[src/rtl/usb_xfer_ctl.sv]
// USB transaction controller: validates tokens, tracks per-endpoint DATA0/DATA1
// toggles and issues one handshake or IN-data response per transaction.
module usb_xfer_ctl #(
    parameter int NUM_EP  = 4,
    parameter int TIMEOUT = 1023
) (
    input  logic              clk,
    input  logic              rst,
    input  logic [6:0]        dev_addr,
    input  logic              tkn_in,
    input  logic              tkn_out,
    input  logic              tkn_setup,
    input  logic [6:0]        tkn_addr,
    input  logic [3:0]        tkn_ep,
    input  logic              hs_ack,
    input  logic              rx_done,
    input  logic              rx_err,
    input  logic [1:0]        rx_pid,
    input  logic [NUM_EP-1:0] ep_out_ready,
    input  logic [NUM_EP-1:0] ep_in_valid,
    input  logic [NUM_EP-1:0] ep_stall,
    input  logic              tx_done,
    output logic              tx_ack,
    output logic              tx_nak,
    output logic              tx_stall,
    output logic              tx_data_start,
    output logic [1:0]        tx_data_pid,
    output logic [3:0]        cur_ep,
    output logic              out_commit,
    output logic              setup_commit,
    output logic              in_commit,
    output logic              busy
);

    localparam int TW = $clog2(TIMEOUT + 1);

    typedef enum logic [1:0] {
        S_IDLE    = 2'd0,
        S_RX_DATA = 2'd1,
        S_TX_DATA = 2'd2,
        S_WAIT_HS = 2'd3
    } state_t;

    state_t            r_state;
    logic [TW-1:0]     r_cnt;
    logic [3:0]        r_cur_ep;
    logic              r_setup;
    logic [1:0]        r_pid;
    logic [NUM_EP-1:0] r_tog_out;
    logic [NUM_EP-1:0] r_tog_in;
    logic              r_tx_ack, r_tx_nak, r_tx_stall, r_tx_data_start;
    logic              r_out_commit, r_setup_commit, r_in_commit;

    // Endpoint vectors widened to 16 so a 4-bit endpoint number indexes them directly.
    logic [15:0] w_stall16, w_ordy16, w_ival16, w_tout16, w_tin16, w_sel16;
    logic [NUM_EP-1:0] w_sel;
    logic        w_tkn_any, w_tkn_ok, w_tmo;

    assign w_stall16 = 16'(ep_stall);
    assign w_ordy16  = 16'(ep_out_ready);
    assign w_ival16  = 16'(ep_in_valid);
    assign w_tout16  = 16'(r_tog_out);
    assign w_tin16   = 16'(r_tog_in);
    assign w_sel16   = 16'd1 << r_cur_ep;
    assign w_sel     = w_sel16[NUM_EP-1:0];
    assign w_tkn_any = tkn_in | tkn_out | tkn_setup;
    assign w_tkn_ok  = w_tkn_any && (tkn_addr == dev_addr) && ({1'b0, tkn_ep} < 5'(NUM_EP));
    assign w_tmo     = (r_cnt == TW'(TIMEOUT));

    // Transaction state machine with registered handshake and commit pulses.
    always_ff @(posedge clk) begin
        if (rst) begin
            r_state         <= S_IDLE;
            r_cnt           <= '0;
            r_cur_ep        <= 4'd0;
            r_setup         <= 1'b0;
            r_pid           <= 2'b00;
            r_tog_out       <= '0;
            r_tog_in        <= '0;
            r_tx_ack        <= 1'b0;
            r_tx_nak        <= 1'b0;
            r_tx_stall      <= 1'b0;
            r_tx_data_start <= 1'b0;
            r_out_commit    <= 1'b0;
            r_setup_commit  <= 1'b0;
            r_in_commit     <= 1'b0;
        end else begin
            r_tx_ack        <= 1'b0;
            r_tx_nak        <= 1'b0;
            r_tx_stall      <= 1'b0;
            r_tx_data_start <= 1'b0;
            r_out_commit    <= 1'b0;
            r_setup_commit  <= 1'b0;
            r_in_commit     <= 1'b0;
            case (r_state)
                S_IDLE: begin
                    r_cnt <= '0;
                    if (w_tkn_ok) begin
                        r_cur_ep <= tkn_ep;
                        r_setup  <= tkn_setup;
                        if (tkn_in) begin
                            if (w_stall16[tkn_ep]) begin
                                r_tx_stall <= 1'b1;
                            end else if (!w_ival16[tkn_ep]) begin
                                r_tx_nak <= 1'b1;
                            end else begin
                                r_tx_data_start <= 1'b1;
                                r_pid           <= {w_tin16[tkn_ep], 1'b0};
                                r_state         <= S_TX_DATA;
                            end
                        end else begin
                            r_state <= S_RX_DATA;
                        end
                    end
                end
                S_RX_DATA: begin
                    if (w_tkn_any) begin
                        r_state <= S_IDLE;
                    end else if (rx_done) begin
                        r_state <= S_IDLE;
                        if (rx_err) begin
                            r_cnt <= '0;
                        end else if (r_setup) begin
                            r_tx_ack       <= 1'b1;
                            r_setup_commit <= 1'b1;
                            r_tog_out      <= r_tog_out | w_sel;
                            r_tog_in       <= r_tog_in | w_sel;
                        end else if (w_stall16[r_cur_ep]) begin
                            r_tx_stall <= 1'b1;
                        end else if (!w_ordy16[r_cur_ep]) begin
                            r_tx_nak <= 1'b1;
                        end else begin
                            // A PID that disagrees with the toggle is a retry of data already taken.
                            r_tx_ack <= 1'b1;
                            if (rx_pid == {w_tout16[r_cur_ep], 1'b0}) begin
                                r_out_commit <= 1'b1;
                                r_tog_out    <= r_tog_out ^ w_sel;
                            end else begin
                                r_out_commit <= 1'b0;
                            end
                        end
                    end else if (w_tmo) begin
                        r_state <= S_IDLE;
                    end else begin
                        r_cnt <= r_cnt + TW'(1);
                    end
                end
                S_TX_DATA: begin
                    if (tx_done) begin
                        r_state <= S_WAIT_HS;
                        r_cnt   <= '0;
                    end else begin
                        r_cnt <= '0;
                    end
                end
                S_WAIT_HS: begin
                    if (w_tkn_any) begin
                        r_state <= S_IDLE;
                    end else if (hs_ack) begin
                        r_in_commit <= 1'b1;
                        r_tog_in    <= r_tog_in ^ w_sel;
                        r_state     <= S_IDLE;
                    end else if (w_tmo) begin
                        r_state <= S_IDLE;
                    end else begin
                        r_cnt <= r_cnt + TW'(1);
                    end
                end
                default: begin
                    r_state <= S_IDLE;
                end
            endcase
        end
    end

    assign tx_ack        = r_tx_ack;
    assign tx_nak        = r_tx_nak;
    assign tx_stall      = r_tx_stall;
    assign tx_data_start = r_tx_data_start;
    assign tx_data_pid   = r_pid;
    assign cur_ep        = r_cur_ep;
    assign out_commit    = r_out_commit;
    assign setup_commit  = r_setup_commit;
    assign in_commit     = r_in_commit;
    assign busy          = (r_state != S_IDLE);

endmodule

[config.mk]
export PLATFORM = sky130hd
export DESIGN_NAME = usb_xfer_ctl
export DESIGN_NICKNAME = d
export VERILOG_FILES = /design/src/rtl/usb_xfer_ctl.sv
export SDC_FILE = /design/constraint.sdc
export NUM_CORES = 1
export LEC_CHECK = 0
export ABC_AREA = 1
export CAP_MARGIN = 20
export CELL_PAD_IN_SITES_DETAIL_PLACEMENT = 2
export CELL_PAD_IN_SITES_GLOBAL_PLACEMENT = 2
export CORE_ASPECT_RATIO = 1.1
export CORE_MARGIN = 2
export CORE_UTILIZATION = 25
export DETAILED_ROUTE_END_ITERATION = 10
export PLACE_DENSITY = 0.76
export SETUP_SLACK_MARGIN = 0.02
export SLEW_MARGIN = 20
export SYNTH_ARGS = -nofsm -noshare
export SYNTH_HDL_FRONTEND = slang
export SYNTH_SLANG_ARGS = --single-unit
export TNS_END_PERCENT = 20
[constraint.sdc]
create_clock -name clk -period 1.9 [get_ports clk]
set_input_delay 0.475 -clock clk [delete_from_list [all_inputs] [get_ports clk]]
set_output_delay 0.475 -clock clk [all_outputs]
set_load 0.005 [all_outputs]
Yosys cells after proc, flatten, opt, wreduce, memory -nomap -nowiden
Index checks and enable logic that the tools add are counted.
Storage, ports and cells
  flip-flop bits (word level): 33
  output and inout bits: 14
Operators by class
  add/sub/neg operators: 1
  order comparisons: 3
  equality and inequality tests: 19
  shifts and indexed selects: 1
  mux-type cells: 68
  bitwise operators: 16
  reduce and logical (&&, ||, !) cells: 18
Operators by type and width (number)
  $mux 10: 6
  $mux 4: 10
  $mux 1: 31
  $pmux 10 s3: 1
  $bmux 1 s4: 6
  $mux 2: 10
  $ne 2x2->1 const B: 10
  $reduce_and 7->1: 2
  $add 10x1->10 const B: 1
  $eq 10x10->1 const B: 1
  $lt 4x5->1 const B: 2
  $not 1->1: 10
  $reduce_or 5->1: 2
  $ne 3x3->1 const B: 3
  $or 4x4->4: 2
  $pmux 2 s4: 1
  $pmux 4 s2: 1
  $reduce_and 4->1: 2
  $reduce_bool 2->1: 4
  $reduce_or 8->1: 1
  $xor 4x4->4: 2
  $eq 7x7->1: 1
  $reduce_and 5->1: 1
  $eq 2x2->1 const B: 2
  11 further kinds: 14

Logic depth before layout (Yosys ltp)
Gate-level depths: netlist of run 1.
  depth in word-level cells: 9
  gate-level depth with buffers: 13
  mapped depth without buffers: 12

Least setup slack after synthesis of run 1
Ideal clock, no wire load.
  path type: in2reg
  start: input port tkn_setup
  end: register r_cnt[1]
  setup time: 0.116 ns
  arrival time: 1.420 ns
  slack: 0.364 ns
  stages on the path: 8
  path buffers: 0
  cells stage by stage: nor2_1 -> nand2_2 -> nand2_1 -> nand3_4 -> o21ai_0 -> inv_1 -> o21ai_0 -> nor2_1
Between the ends
  word-level cells in the longest chain between the ends: 3
  elaborated cells between the ends (all ways): 4
Ends and longest elaborated chain
  from (decl): RTL line 12  | input logic tkn_setup,
  $or 1x1->1 *: RTL line 66  | assign w_tkn_any = tkn_in | tkn_out | tkn_setup;
  $ne 2x2->1 (no source line)
  $reduce_and 4->1 (no source line) *
  to (signal assigned): RTL line 145  | r_cnt <= r_cnt + TW'(1);
  to (signal assigned): RTL line 166  | r_cnt <= r_cnt + TW'(1);
  to (decl): RTL line 45  | logic [TW-1:0] r_cnt;
Every way passes the cells marked *; elsewhere a longest branch is shown, timed or not.
A chain may end at the register's enable or synchronous reset.

Final worst setup path of run 1
  start: input port tkn_setup
  end: register r_tog_in[0]
Between the ends
  word-level cells in the longest chain between the ends: 3
  elaborated cells between the ends (all ways): 4
Ends and longest elaborated chain
  $or 1x1->1 *: RTL line 66
  $ne 2x2->1 (no source line)
  $reduce_and 7->1 (no source line) *
  to (signal assigned): RTL line 127  | r_tog_in <= r_tog_in | w_sel;
  to (signal assigned): RTL line 161  | r_tog_in <= r_tog_in ^ w_sel;
  to (decl): RTL line 50  | logic [NUM_EP-1:0] r_tog_in;
Marked as above.

==> results.md, run 1 <==
* Min Hold Slack at between 0.4 and 0.5 ns
* Initial antenna violation count at 0
* Fin. max-slew vios at 0
* Cts hold-fix bufs at 0
* RSZ-0062 raised after global routing: yes
* Hold Path Class: flop to flop
* Pint at 1.25 mW
* Core area at between 8000 and 9000 um^2
* Setup crit end: r_tog_in[0]
* Die area at about 9500 um^2
* DP Wirelength at around 6.5 mm
* VDD IR-drop max at about 0.00023 V
* Clock power share at between 40% and 50%
* Synthesized cell area at around 2200 um^2
* Final wirelength at between 8 and 9 mm
* Max-cap violations at 0
* Ant. Diodes at 0
* Status: finished clean
* Main area contributors after synthesis: dfxtp_1 30%, nand2_1 14%, nor2_1 9.1%
* Placed insts at about 550
* FF-to-FF Start: r_cnt[0]
* Nets at 493
* Layout cell share with drive strength beyond 1 at between 10% and 20%
* Vias per std cell at 4.66
* Port-buffer cells at 53
* CTS H-tree lvls at 2
* Syn avg cell area at ~6 um^2
* Root Buffer: clkbuf_8
* First-pass GRT wire length at about 13 mm
* Vias in the first global route at 2847
* Post-synth cell types at 32
* GRT Total Usage at ~18%
* Synth warn at 0
* Clk sink count at 33
* Max Clock Skew at 0.0115 ns
* Starting Density at around a quarter
* Avg WL per Cell at around 14 um
* Share of total power in combinational logic at between 10 and 15%
* Post-Syn Nets at ~400
* Yosys reg bits at 33
* Sequential Power Share at a little over two fifths
* Worst setup margin at about 0.075 ns
* Drt first pass iters at 4
* Row count at 35
* R2R Path End: r_cnt[2]
* Area Overhead vs Synth at 48.7%
* Critical setup path kind: input pin to flop
* Worst skew pair latency at around 0.29 ns
* Synth area leader: dfxtp_1
* Switching share of power at 23.2%
* Tmin final at between 1.5 and 2 ns
* # setup viols final at 0
* Pwr Density at slightly above 500 nW/um^2
* CP endpoint kind: flop
* Switching pwr at between 0.3 and 0.4 mW
* Vias at ~2.6k
* Die X at about 93 um
* Final GP Congestion at roughly 0.76
* Pre-CTS setup slack at -0.203 ns
* CP startpoint: tkn_setup
* Crit path max fanout at 8
* Drt initial violations at 21
* Final Non-Filler Cells at around 560
* Sequential-to-total area share from yosys stat at 30.3%
* Top cell type's share of synthesized area at a little over 30%
* Crit path launch type: input pin
* Io pins at 55
* Hold Vio Cnt, Final at 0
* Grt ovf at 0
* Register-to-Register Path Depth at 10
* Final ANT Viol Nets at 0
* Critical Path RT at just over 2 ns
* DR DRC count at 0
* Final TNS setup at 0 ns
* CTS tree: yes
* Clk pin slew, worst setup/hold paths at 0.07 ns
* Pin count of the biggest net entering global routing at 15
* Fin crit share at 96.0%
* Mapped Cells at 353
* TritonCTS Buffers at 5
* Arr. time, crit path at 1.99 ns
* Max clock buf depth at 2
* LEAKAGE at ~1.5 nW
* FMAX at roughly 550 MHz
* R2R setup slack at roughly 0.17 ns
* Die Height at about 100 um
how the worst min path moves through the flow:
stage                   from          to  depth (start not counted)
floorplan            r_setup  out_commit                          1
global placement    r_cnt[2]    r_cnt[2]                          2
detailed placement  r_cnt[2]    r_cnt[2]                          2
CTS                 r_cnt[2]    r_cnt[2]                          2
global route        r_cnt[2]    r_cnt[2]                          2
finish              r_cnt[2]    r_cnt[2]                          2
cell type report:
| type | instances | area, um^2 |
|---|---|---|
| Clock buffer | 7 | 86.3 |
| Clock inverter | 1 | 30.0 |
| Fill cell | 1055 | 5170 |
| Inverter | 54 | 203 |
| Multi-Input combinational cell | 260 | 1320 |
| Sequential cell | 33 | 667 |
| Tap cell | 111 | 139 |
| Timing Repair Buffer | 89 | 801 |
cell usage after synthesis, drive strengths merged:
| cell | instances |
|---|---|
| nor3b | 1 |
| nor2 | 59 |
| nand3 | 26 |
| dfxtp | 33 |
| or2 | 2 |
| clkbuf | 3 |
| a21o | 1 |
| buf | 3 |
| a211oi | 1 |
| o21ai | 34 |
| nand4 | 7 |
| inv | 54 |
| xnor2 | 4 |
| o22ai | 2 |
| ha | 9 |
| nor3 | 7 |
| a21oi | 15 |
| conb | 1 |
| nand2 | 88 |
| and3 | 1 |
| xor2 | 2 |
placed cells by master, fill, tap and decap left out, types with 6 or more instances in the layout:
cell,count
nand2_1,81
clkdlybuf4s50_1,53
inv_1,50
nor2_1,47
buf_4,36
dfxtp_1,30
o21ai_0,29
nand3_1,24
a21oi_1,14
nor2_2,10
ha_1,9
nand2_2,7
nand4_1,7
nor3_1,6
clkbuf_8,6
registers in the layout, indices dropped and copies added, names as in the netlist:
register       count
cur_ep             4
in_commit          1
out_commit         1
r_cnt             10
r_setup            1
r_state            2
r_tog_in           4
r_tog_out          4
setup_commit       1
tx_ack             1
tx_data_pid        1
tx_data_start      1
tx_nak             1
tx_stall           1
critical path, cell delays in order:
cell	delay (ns)
clkdlybuf4s50_1	0.43
nor2_1	0.15
nand2_2	0.12
buf_4	0.16
nor3_1	0.24
o21ai_2	0.17
o21ai_0	0.19
a21oi_1	0.06
power by group through the flow:
stage,clock [mW],sequential (mW),combinational [mW]
after floorplan,0,0.708,0.0814
after global placement,0,0.708,0.227
after detailed placement,0,0.708,0.235
after CTS,0.736,0.692,0.237
after global routing,0.768,0.690,0.261
final,0.703,0.690,0.237
per-layer routing:
metal | vias to the layer above | wire length (um) | global-route usage (%)
met5 | - | 0 | 0
met2 | 32 | 4410 | 35.9
met1 | 1250 | 3400 | 20.2
met3 | 2 | 174 | 3.39
li1 | 1301 | - | -
met4 | 0 | 38 | 3.05
kinds of logic after synthesis:
logic type | share of synthesized area, %
AOI/OAI and AO/OA | 12.7
xor gates and xnor gates | 2.41
adders and majority gates | 5.16
buffers and inverters | 10.8
DFF | 30.3
other | 0.172
and+or+nand+nor | 38.5
metrics by stage:
| step | total power [mW] | utilization (%) | area, um^2 |
|---|---|---|---|
| 2_1_floorplan | 0.789 | - | 2180 |
| 3_3_place_gp | 0.935 | 36.6 | 3080 |
| 3_5_place_dp | 0.943 | 36.6 | 3080 |
| 4_1_cts | 1.67 | 38.0 | 3200 |
| 5_1_grt | 1.72 | 38.6 | 3240 |
| 6_report | 1.63 | 38.6 | 3240 |
what timing repair did:
item,CTS,global route
resized for setup,1,16
setup buffers,0,1
endpoints found under the setup margin,2,19
pin swaps,0,3
Note: power is estimated with default switching activity, not from simulation.
==> inputs of run 2 (changes only) <==
==> constraint.sdc (replaced) <==
create_clock -name clk -period 1.9 [get_ports clk]
set_input_delay 0.38 -clock clk [delete_from_list [all_inputs] [get_ports clk]]
set_output_delay 0.38 -clock clk [all_outputs]
set_load 0.005 [all_outputs]
==> run 2 against run 1 <==
Combinational power down 3%; critical endpoint is now busy; core utilization down 0.86 points; largest cell class unchanged; clock power down 16%; clock skew down 0.00054 ns; total power down 7.0%; global-route usage down 0.78 points.
==> results.md, run 2 (synthesized netlist as in run 1, its figures left out) <==
* Crit-path max cell delay at 0.53 ns
* Port-buffer cells at between 50 and 60
* Max clock buf depth at 2
* Clk pin slew, worst setup/hold paths at 0.07 ns
* Worst skew pair latency at slightly below 0.3 ns
* Die Height at a little over 100 um
* Pin count of the biggest net entering global routing at 15
* Sequential cell area at 663 um^2
* Max Clock Skew at ~0.011 ns
* Vias in the first global route at about 2.8k
* LEAKAGE at about 1.5 nW
* Core area at ~8400 um^2
* Drt first pass iters at 4
* Most frequent cells in the layout: 82 x nand2_1, 53 x nor2_1, 53 x clkdlybuf4s50_1, 51 x inv_1, 33 x buf_4
* Avg WL per Cell at 14.0 um
* Final ANT Viol Nets at 0
* GRT Total Usage at about 17%
* TritonCTS Buffers at 5
* VDD IR-drop max at roughly 0.00021 V
* Nets at 490
* Tmin final at 1.79 ns
* Vias per std cell at ~4.6
* Vias at ~2.5k
* Commonest non-fill, non-tap cell in the layout: nand2_1
* Io pins at 55
* Final TNS setup at 0 ns
* Clk sink count at 33
* Pwr Density at 478 nW/um^2
* Fin crit share at 94.2%
* Critical Path RT at about 1.5 ns
* DP Wirelength at between 6 and 7 mm
* Max-cap violations at 0
* Crit path max fanout at 7
* Max reg flops at 10
* Hold Vio Cnt, Final at 0
* Grt ovf at 0
* Final GP Congestion at just under 0.8
* DR DRC count at 0
* Critical setup path kind: flop to output pin
* First-pass GRT wire length at 13.2 mm
* CP endpoint kind: output pin
* CTS H-tree lvls at 2
* Area of the multi-input gates at ~1300 um^2
* Starting Density at 25.9%
* Crit path launch type: flop
* Ant. Diodes at 0
* # setup viols final at 0
* Die area at roughly 9500 um^2
* Row count at 35
* Initial antenna violation count at 0
* Largest reg by FF count: r_cnt
* Fin. max-slew vios at 0
* Resized cells post-CTS at 2
* Hold Path Class: flop to flop
* Post-CTS Setup Bufs at 0
* R2R setup slack at 0.15 ns
* Critical path, cell by cell: nor2_1, inv_1, clkdlybuf4s50_1
* FMAX at 559 MHz
* CTS tree: yes
* Slowest cell on crit path: clkdlybuf4s50_1
* RSZ-0062 raised after global routing: yes
* Status: finished clean
* Layout cell share with drive strength beyond 1 at between 10% and 20%
* Area Overhead vs Synth at 45.3%
* Die X at 93.1 um
* Arr. time, crit path at about 1.4 ns
* Final wirelength at about 7.7 mm
* Cts hold-fix bufs at 0
* Finished Core Util at 37.7%
* Root Buffer: clkbuf_8
* Filler cell count at 1053
* Drt initial violations at 31
-- run 2: cell types whose count changed in the layout (fill, tap and decap cells not counted), sizes merged --
cell / change
buf: -3
bufinv: -1
clkinv: +1
-- run 2: through the flow --
| stage | instances | cell area [um^2] | power, mW | setup WS [ns] | hold WS (ns) |
|---|---|---|---|---|---|
| 2_1_floorplan | 353 | 2180 | 0.789 | 0.389 | 0.416 |
| 3_3_place_gp | 544 | 3070 | 0.934 | -0.0468 | 0.465 |
| 3_5_place_dp | 544 | 3070 | 0.941 | -0.124 | 0.480 |
| 4_1_cts | 552 | 3170 | 1.55 | 0.0164 | 0.491 |
| 5_1_grt | 552 | 3170 | 1.60 | 0.0169 | 0.514 |
| 6_report | 552 | 3170 | 1.52 | 0.111 | 0.489 |
-- run 2: cell type report --
cell class / instances / area share (%)
clock buffer: 7 / 3.04
sequential: 33 / 20.9
tap: 111 / 4.38
timing repair buffer: 86 / 24.6
clock inverter: 1 / 0.158
inverter: 54 / 6.40
multi-input combinational: 260 / 40.5
-- run 2: power by group --
part | total [mW] | internal (mW) | switching (mW)
clock | 0.593 | 0.328 | 0.265
sequential | 0.692 | 0.692 | 0.000409
combinational | 0.230 | 0.132 | 0.0983
-- run 2: per-layer routing --
metal	vias to the layer above	track usage [%]	part of all wire [%]
met5	-	0	0
met1	1214	19.9	45
met4	0	3.05	0.84
li1	1291	-	-
met2	33	34.1	53
met3	7	2.58	1.8
-- run 2: critical path, delay by kind of cell (launching register included) --
kind,cells,cell delay [ns]
flip-flops,1,0.42
AND/OR/NAND/NOR,1,0.07
buffers and inverters,2,0.64
-- run 2: worst paths after layout --
kind              startpoint     endpoint  cells past startpoint
setup / recovery  r_state[1]         busy                      3
hold / removal      r_cnt[2]     r_cnt[2]                      2
setup reg to reg   cur_ep[0]  r_tog_in[3]                      8
hold reg to reg     r_cnt[2]     r_cnt[2]                      2
